File: config.mk
export PLATFORM = sky130hd
export DESIGN_NAME = seven_seg_scanner
export DESIGN_NICKNAME = d
export VERILOG_FILES = /design/src/rtl/seven_seg_pkg.sv /design/src/rtl/hex_to_seven_seg.sv /design/src/rtl/seven_seg_scanner.sv
export SDC_FILE = /design/constraint.sdc
export NUM_CORES = 1
export LEC_CHECK = 0
export CORE_AREA = 8 8 97 99
export DETAILED_ROUTE_END_ITERATION = 8
export DIE_AREA = 0 0 105 107
export PLACE_DENSITY = 0.69
export SETUP_SLACK_MARGIN = 0.4
export SYNTH_ARGS = -nofsm -noshare
export SYNTH_HDL_FRONTEND = slang
export SYNTH_SLANG_ARGS = --single-unit
export TNS_END_PERCENT = 1
File: constraint.sdc
create_clock -name i_clk -period 3.3 [get_ports i_clk]
set_input_delay 0.825 -clock i_clk [delete_from_list [all_inputs] [get_ports i_clk]]
set_output_delay 0.825 -clock i_clk [all_outputs]
set_load 0.05 [all_outputs]
File: src/rtl/seven_seg_pkg.sv
`default_nettype none
// ============================================================================
// seven_seg_pkg: shared scanner states, segment constants, polarity helper.
// Revision: 1.0
// ============================================================================
package seven_seg_pkg;

    typedef enum logic [0:0] {
        ST_DEAD  = 1'b0,
        ST_DRIVE = 1'b1
    } state_t;

    localparam logic [6:0] SEG_OFF  = 7'h00;
    localparam logic [6:0] SEG_DASH = 7'h40;

    function automatic logic to_level(input logic value, input logic active_low);
        return value ^ active_low;
    endfunction

endpackage
`default_nettype wire

File: src/rtl/hex_to_seven_seg.sv
`default_nettype none
// ============================================================================
// hex_to_seven_seg: combinational hex nibble to {g,f,e,d,c,b,a}, active-high.
// Revision: 1.0
// ============================================================================
module hex_to_seven_seg
    import seven_seg_pkg::*;
#(
    parameter int N = 4
) (
    input  logic [N-1:0] nibble,
    output logic [6:0]   seg
);

    always_comb begin
        seg = SEG_DASH;
        case (nibble)
            4'h0: seg = 7'h3F;
            4'h1: seg = 7'h06;
            4'h2: seg = 7'h5B;
            4'h3: seg = 7'h4F;
            4'h4: seg = 7'h66;
            4'h5: seg = 7'h6D;
            4'h6: seg = 7'h7D;
            4'h7: seg = 7'h07;
            4'h8: seg = 7'h7F;
            4'h9: seg = 7'h6F;
            4'hA: seg = 7'h77;
            4'hB: seg = 7'h7C;
            4'hC: seg = 7'h39;
            4'hD: seg = 7'h5E;
            4'hE: seg = 7'h79;
            4'hF: seg = 7'h71;
            default: seg = SEG_DASH;
        endcase
    end

endmodule
`default_nettype wire

File: src/rtl/seven_seg_scanner.sv
`default_nettype none
// ============================================================================
// seven_seg_scanner: multiplexed seven-segment driver with dead-time between
// digits and frame-synchronous display updates. Option: LEADING_ZERO_SUPPRESS_EN
// Revision: 1.0
// ============================================================================
module seven_seg_scanner
    import seven_seg_pkg::*;
#(
    parameter int NUM_DIGITS     = 4,
    parameter int DIGIT_CYCLES   = 50000,
    parameter int DEAD_CYCLES    = 2,
    parameter int AN_ACTIVE_LOW  = 1,
    parameter int SEG_ACTIVE_LOW = 1
) (
    input  logic                    i_clk,
    input  logic                    i_rst,
    input  logic [4*NUM_DIGITS-1:0] i_data,
    input  logic                    i_load,
    input  logic [NUM_DIGITS-1:0]   i_blank,
    output logic [6:0]              o_seg,
    output logic [NUM_DIGITS-1:0]   o_an,
    output logic                    o_frame
);

    localparam int MAXC = (DIGIT_CYCLES > DEAD_CYCLES) ? DIGIT_CYCLES : DEAD_CYCLES;
    localparam int CW   = ($clog2(MAXC) < 1) ? 1 : $clog2(MAXC);
    localparam int IW   = $clog2(NUM_DIGITS);
    localparam int DW   = 4 * NUM_DIGITS;

    localparam logic [6:0]            SEG_IDLE = (SEG_ACTIVE_LOW != 0) ? 7'h7F : 7'h00;
    localparam logic [NUM_DIGITS-1:0] AN_IDLE  = (AN_ACTIVE_LOW != 0) ? '1 : '0;

    state_t                state, state_n;
    logic [CW-1:0]         cnt, cnt_n;
    logic [IW-1:0]         idx, idx_n;
    logic [DW-1:0]         pend_data, disp_data, disp_data_n;
    logic [NUM_DIGITS-1:0] pend_blank, disp_blank, disp_blank_n;
    logic                  pend_valid;
    logic                  boundary, copy;
    logic [NUM_DIGITS-1:0] lz_mask;
    logic [3:0]            nib;
    logic [6:0]            dec_seg, seg_n, seg_lvl;
    logic [NUM_DIGITS-1:0] an_n, an_lvl;

`ifdef LEADING_ZERO_SUPPRESS_EN
    logic zero_above;
    always_comb begin
        lz_mask    = '0;
        zero_above = 1'b1;
        for (int i = NUM_DIGITS - 1; i >= 1; i--) begin
            zero_above = zero_above & (pend_data[4*i +: 4] == 4'h0);
            lz_mask[i] = zero_above;
        end
    end
`else
    assign lz_mask = '0;
`endif

    always_comb begin
        state_n  = state;
        cnt_n    = cnt + 1'b1;
        idx_n    = idx;
        boundary = 1'b0;
        case (state)
            ST_DEAD: begin
                if (cnt == CW'(DEAD_CYCLES - 1)) begin
                    state_n = ST_DRIVE;
                    cnt_n   = '0;
                end
            end
            ST_DRIVE: begin
                if (cnt == CW'(DIGIT_CYCLES - 1)) begin
                    state_n = ST_DEAD;
                    cnt_n   = '0;
                    if (idx == IW'(NUM_DIGITS - 1)) begin
                        idx_n    = '0;
                        boundary = 1'b1;
                    end else begin
                        idx_n = idx + 1'b1;
                    end
                end
            end
            default: state_n = ST_DEAD;
        endcase
        copy         = boundary & pend_valid;
        disp_data_n  = copy ? pend_data : disp_data;
        disp_blank_n = copy ? (pend_blank | lz_mask) : disp_blank;
    end

    // Outputs are built from next-state values so anode and segments switch together.
    assign nib = disp_data_n[{idx_n, 2'b00} +: 4];

    hex_to_seven_seg #(.N(4)) u_dec (
        .nibble (nib),
        .seg    (dec_seg)
    );

    assign seg_n = ((state_n == ST_DRIVE) && !disp_blank_n[idx_n]) ? dec_seg : SEG_OFF;
    assign an_n  = (state_n == ST_DRIVE) ? (NUM_DIGITS'(1) << idx_n) : '0;

    for (genvar i = 0; i < 7; i++) begin : g_seg_lvl
        assign seg_lvl[i] = to_level(seg_n[i], SEG_ACTIVE_LOW != 0);
    end

    for (genvar i = 0; i < NUM_DIGITS; i++) begin : g_an_lvl
        assign an_lvl[i] = to_level(an_n[i], AN_ACTIVE_LOW != 0);
    end

    always_ff @(posedge i_clk) begin
        if (i_rst) begin
            state      <= ST_DEAD;
            cnt        <= '0;
            idx        <= '0;
            disp_data  <= '0;
            disp_blank <= '1;
            pend_data  <= '0;
            pend_blank <= '1;
            pend_valid <= 1'b0;
            o_seg      <= SEG_IDLE;
            o_an       <= AN_IDLE;
            o_frame    <= 1'b0;
        end else begin
            state      <= state_n;
            cnt        <= cnt_n;
            idx        <= idx_n;
            disp_data  <= disp_data_n;
            disp_blank <= disp_blank_n;
            o_seg      <= seg_lvl;
            o_an       <= an_lvl;
            o_frame    <= copy;
            // A load on the boundary cycle keeps valid set for the following frame.
            if (i_load) begin
                pend_data  <= i_data;
                pend_blank <= i_blank;
                pend_valid <= 1'b1;
            end else if (copy) begin
                pend_valid <= 1'b0;
            end
        end
    end

endmodule
`default_nettype wire

After elaboration in Yosys (flattened, before gate mapping)
Memories as Yosys holds them, arrays and structs flattened.
Index checks and enable logic that the tools add are counted.
Word-level totals
  register bits: 72
  memories kept: 1
  output and inout port bits: 12
  input bits: 23
  memory bits (read-only): 112
  word-level logic and storage cells: 56
Cells by class
  reductions and logical operators: 3
  multiplexer cells: 20
  eq/ne operators: 3
  bitwise operators: 13
  $lt $le $gt $ge: 1
  shift-type cells: 2
  add/sub/neg operators: 2
Memory list
  (name not given): depth 16, width 7, read ports 1, clocked after memory_dff 0, wr ports 0, RTL line hex_to_seven_seg.sv:17  | case (nibble)
Operators by type and width (count)
  16-bit 2-to-1 mux: 3
  16-bit one-hot mux with 2 select lines: 1
  16-bit by 1-bit adder with 16-bit output, second input constant: 1
  16-bit by 1-bit equality test with 1-bit output, second input constant: 1
  16-bit equality test, second input constant: 1
  16-bit by 5-bit indexed part select with 4-bit output: 1
  1-bit NOT: 12
  1-bit 2-to-1 mux: 8
  4-bit 2-to-1 mux: 2
  7-bit 2-to-1 mux: 1
  2-bit 2-to-1 mux: 3
  1-bit by 2-bit left shift with 4-bit output, first input constant: 1
  2-bit by 3-bit < comparator with 1-bit output, second input constant: 1
  2-bit by 1-bit adder with 2-bit output, second input constant: 1
  1-bit binary-select mux with 2-bit select: 1
  2-bit equality test, second input constant: 1
  1-bit one-hot mux with 2 select lines: 1
  2-bit nonzero test: 1
  1-bit bitwise AND: 1
  1-bit logical AND: 1
  1-bit zero test: 1

Logic depth before layout (Yosys ltp)
  depth in word-level cells: 12
  gate-level depth with buffers: 13

By module
A second synthesis with hierarchy kept.
Unflattened totals
  cells, all modules: 381
  area total of the unflattened synthesis: 3300.7 sq um
By module, submodules not included
  seven_seg_scanner: instances 1, sequential area each 1441.4 sq um, cells an instance 348, area an instance 3012.9 sq um
  hex_to_seven_seg: instances 1, sequential area each 0.0 sq um, cells an instance 33, area an instance 287.8 sq um

Least setup slack after synthesis
Ideal clock, no wire load.
  path kind: register to register
  start point: register cnt[0]
  end point: register o_seg[3]
  required time: 3166 ps
  library setup time: 134 ps
  stages on the path, launching flop included: 14
  arrival time: 2962 ps
  slack: 204 ps
  path through: dfxtp_1 > ha_1 > nand3_2 > nor3_1 > nand3_2 > buf_2 > mux2i_1 > o22ai_1 > nor2_1 > inv_1 > ha_1 > or3_1 > a21oi_1 > o21ai_1
Between the ends
  longest elaborated chain between the ends: 11
  elaborated cells between the ends (all ways): 20
RTL lines
  start, declared: RTL line seven_seg_scanner.sv:35  | logic [CW-1:0] cnt, cnt_n;
  start signal, assigned: RTL line seven_seg_scanner.sv:125  | cnt <= cnt_n;
  parallel branches: the longest is 9 deep, another holds memory read 16 x 7 bit
  7-bit 2-to-1 mux (*): RTL line seven_seg_scanner.sv:99  | assign seg_n = ((state_n == ST_DRIVE) && !disp_blank_n[idx_n]) ? dec_seg : SEG_OFF;
  1-bit NOT (no source line) (*)
  end signal, assigned: RTL line seven_seg_scanner.sv:129  | o_seg <= seg_lvl;
  end, declared: RTL line seven_seg_scanner.sv:21  | output logic [6:0] o_seg,
Every way passes the cells marked *. The select of a mux whose other input is x is not followed.
A chain may end at the register's enable or synchronous reset.

Worst setup path in the final report
  start point: register cnt[1]
  end point: register o_seg[1]
The elaborated chain is that of the path after synthesis.

==> impl_metrics.py <==
metrics = {
    "status": {
        "outcome": "finished, final reports clean",
    },
    "clock_network": {
        "clkLatencyLatePin_ns": 0.35,
        "clock_sinks": 72,
        "clockBufferDepth": 2,
        "htree_levels": 3,
        "root_buffer": "clkbuf_8",
        "cts_made_buffers": 9,
        "cts_tree": "done",
        "cts.clk_slew.worst_paths_ns": 0.08,
    },
    "drt": {
        "via_count": 2586,
        "drt_iter0_drc": 109,
        "drc_errors": 0,
        "drt_first_pass_iters": 4,
        "via_per_inst": 5.12,
        "wl_um": 7320,
        "ant_nets": 0,
        "wl_per_cell_um": 14.5,
    },
    "setup_path": {
        "r2r-start": "cnt[1]",
        "worst_ep_arrival_time_ns": 3.03,
        "worstSetupStartpointType": "register",
        "r2r_cells": 12,
        "critPathLaunch": "cnt[1]",
        "critPathKind": "register to register",
        "crit_path_end_kind": "register",
        "r2r_setup_slack_ns": 0.48,
        "cp_data_required_time_ns": 3.50,
        "reg2reg_to": "o_seg[1]",
        "critPathCapture": "o_seg[1]",
        "cp_max_fo": 6,
    },
    "timing": {
        "layout_min_cycle_time_ns": 2.82,
        "fin_skew_ns": 0.0124,
        "worst_pin_slew_ns": 0.509,
        "slew_headroom_pct": 65.9,
        "setup_ws_ns": 0.476,
        "rsz0062_at_grt": "no",
        "tns_ns": 0,
        "period_share_pct": 85.6,
        "setup_viol": 0,
        "fmax_mhz": 354,
        "finalMaxSlewViolations": 0,
        "hold_viol_final": 0,
    },
    "die": {
        "die_w_um": 105,
        "fp.dieH_um": 107,
        "ios": 35,
        "start_util_pct": 39.7,
        "core_area_um2": 7930,
        "rows": 33,
        "die_area_um2": 11200,
    },
    "global_routing": {
        "grt_pass1_wl_um": 11900,
        "grt_pass1_vias": 2566,
        "antenna_found_initial": 0,
        "grt_max_degree": 46,
        "grtUsageTotal_pct": 12.9,
        "grt_overflow": 0,
    },
    "min_path": {
        "hold_class": "register to register",
        "whs_path_depth": 2,
    },
    "placement": {
        "gp_congestion": 0.906,
        "pre_cts_ws_ns": 0.174,
        "dp_cells": 470,
        "dp_hpwl_um": 4990,
        "io_buffers": 34,
    },
    "synthesis": {
        "synthAdderAreaFrac_pct": 3.58,
        "ys_seq_area_share_pct": 45.8,
        "yosysTopAreaCellShare_pct": 45.8,
        "synth_enable_flop_cells": 0,
        "synthXorXnorAreaFrac_pct": 3.62,
        "syn-num-nets": 368,
        "yosys.area.top_type": "dfxtp_1",
        "yosys.area_share.simple_pct": 21.7,
        "syn_inst": 336,
        "synth_seq_cells": 72,
        "syn-cell-area_um2": 3150,
        "synth_ff_type": "dfxtp_1",
        "synth_compound_area_share_pct": 11.0,
        "synthMuxAreaShare_pct": 10.9,
        "synth_cell_types": 50,
        "synth-async-reset-ratio_pct": 0,
        "synth_top_family_by_area": "simple AND/OR/NAND/NOR gates",
        "synthTopCellsByArea": "dfxtp_1 (46%), mux2i_1 (11%), nor2_1 (6.6%), ha_1 (3.6%), nand2_1 (2.4%)",
        "syn_area_per_cell_um2": 9.36,
        "yosysWarnings": 0,
    },
    "cells_and_area": {
        "layout-drive-gt1-share_pct": 23.5,
        "synthToLayoutAreaGrowth_pct": 32.8,
        "instances_no_fill": 505,
        "nets": 427,
        "num-fill-cells": 727,
        "diodes": 0,
        "ff_latch_area_um2": 1460,
        "multiInputGateArea_um2": 1780,
    },
    "power_and_ir_drop": {
        "ir_drop_v": 0.000262,
        "powerDensity_nw_per_um2": 434,
        "leakagePower_nw": 1.67,
    },
    "flow_run": {
        "maxCapViolations": 0,
    },
}
worst max-delay path: stages, from the launching register on:
cell      delay, ns
dfxtp_2        0.36
ha_4           0.16
nand3_4        0.08
or3_4          0.38
or4_4          0.51
and2_4         0.19
o22ai_2        0.16
or2_4          0.19
inv_4          0.06
ha_4           0.23
o21ai_2        0.08
a21boi_2       0.17
o221ai_1       0.11
registers in the layout, indices dropped and copies added (netlist names):
register and flops:
cnt 16, disp_blank 4, disp_data 16, idx 2, o_an 4, o_frame 1
o_seg 7, pend_blank 4, pend_data 16, pend_valid 1, state 1
per-stage QoR:
| stage | hold WS (ns) | util [%] | total power [mW] | area, µm² |
|---|---|---|---|---|
| floorplan | 0.407 | - | 0.999 | 3170 |
| global placement | 0.414 | 45.8 | 1.05 | 3630 |
| detailed placement | 0.425 | 45.8 | 1.06 | 3630 |
| CTS | 0.495 | 50.2 | 1.83 | 3980 |
| global route | 0.505 | 52.7 | 1.88 | 4180 |
| finish | 0.491 | 52.7 | 1.81 | 4180 |
cells in the final DEF (no fill, tap or decap), drive strengths merged, types with 6 or more instances in the layout:
cell type | netlist | layout
a21oi | 10 | 10
and2 | 6 | 6
buf | 8 | 28
clkbuf | 7 | 9
clkdlybuf4s50 | 0 | 34
dfxtp | 72 | 72
ha | 9 | 9
inv | 6 | 7
mux2i | 33 | 33
nand2 | 20 | 20
nand3 | 10 | 11
nand4 | 9 | 9
nor2 | 55 | 55
nor2b | 7 | 7
nor3 | 7 | 7
o21ai | 15 | 15
xnor2 | 7 | 7
xor2 | 6 | 6
repair_timing:
item / in CTS / in global routing
resized for setup: 19 / 25
setup endpoints to repair: 5 / 7
hold buffers: 0 / 0
setup buffers: 8 / 10
pin swaps: 7 / 11
cloned: 0 / 1
synth_stat cells (all sizes together), types with 3 or more instances:
library cell,instances
ha,9
a21oi,10
xnor2,7
xor2,6
a22oi,4
inv,6
or3,5
or2,3
dfxtp,72
nor3,7
o22ai,5
o21ai,15
nand2b,5
nand2,20
clkbuf,7
mux2i,33
and3,3
nor2b,7
o221ai,4
buf,8
a211o,5
nand3,10
and2,6
nor4,3
nand4,9
nor2,55
logic make-up (layout without fill, tap and decap cells):
kind of cell             after synthesis  in the layout
XOR/XNOR                              13             13
AND/OR/NAND/NOR                      137            138
flip-flops                            72             72
buffers and inverters                 21             84
AO/OA/AOI/OAI                         50             50
adder cells (fa/ha/maj)                9              9
multiplexers                          34             34
layout make-up:
cell class | instances | area share (%)
clock buffer | 9 | 2.96
clock inverter | 7 | 2.28
inverter | 6 | 0.599
multi-input combinational | 244 | 42.6
sequential | 72 | 34.9
tap | 105 | 3.14
timing repair buffer | 62 | 13.6
report_power, final:
group / switching, mW / total [mW] / internal (mW)
clock: 0.340 / 0.767 / 0.427
sequential: 0.0196 / 0.916 / 0.896
combinational: 0.0626 / 0.132 / 0.0692
total: 0.422 / 1.81 / 1.39
metal layers:
layer  GRT usage, %  wire (µm)  vias up
li1               -          -     1304
met1           14.0       3010     1213
met2           22.9       3820       58
met3           3.48        367       11
met4           6.22        125        0
met5              0          0        -
worst min path at each step:
stage | startpoint | end | slack [ns]
floorplan | cnt[0] | cnt[0] | 0.41
global placement | cnt[0] | cnt[0] | 0.41
detailed placement | cnt[0] | cnt[0] | 0.42
CTS | pend_valid | pend_valid | 0.49
global route | pend_valid | pend_valid | 0.51
finish | pend_valid | pend_valid | 0.49
Power figures use the tool's default switching activity.
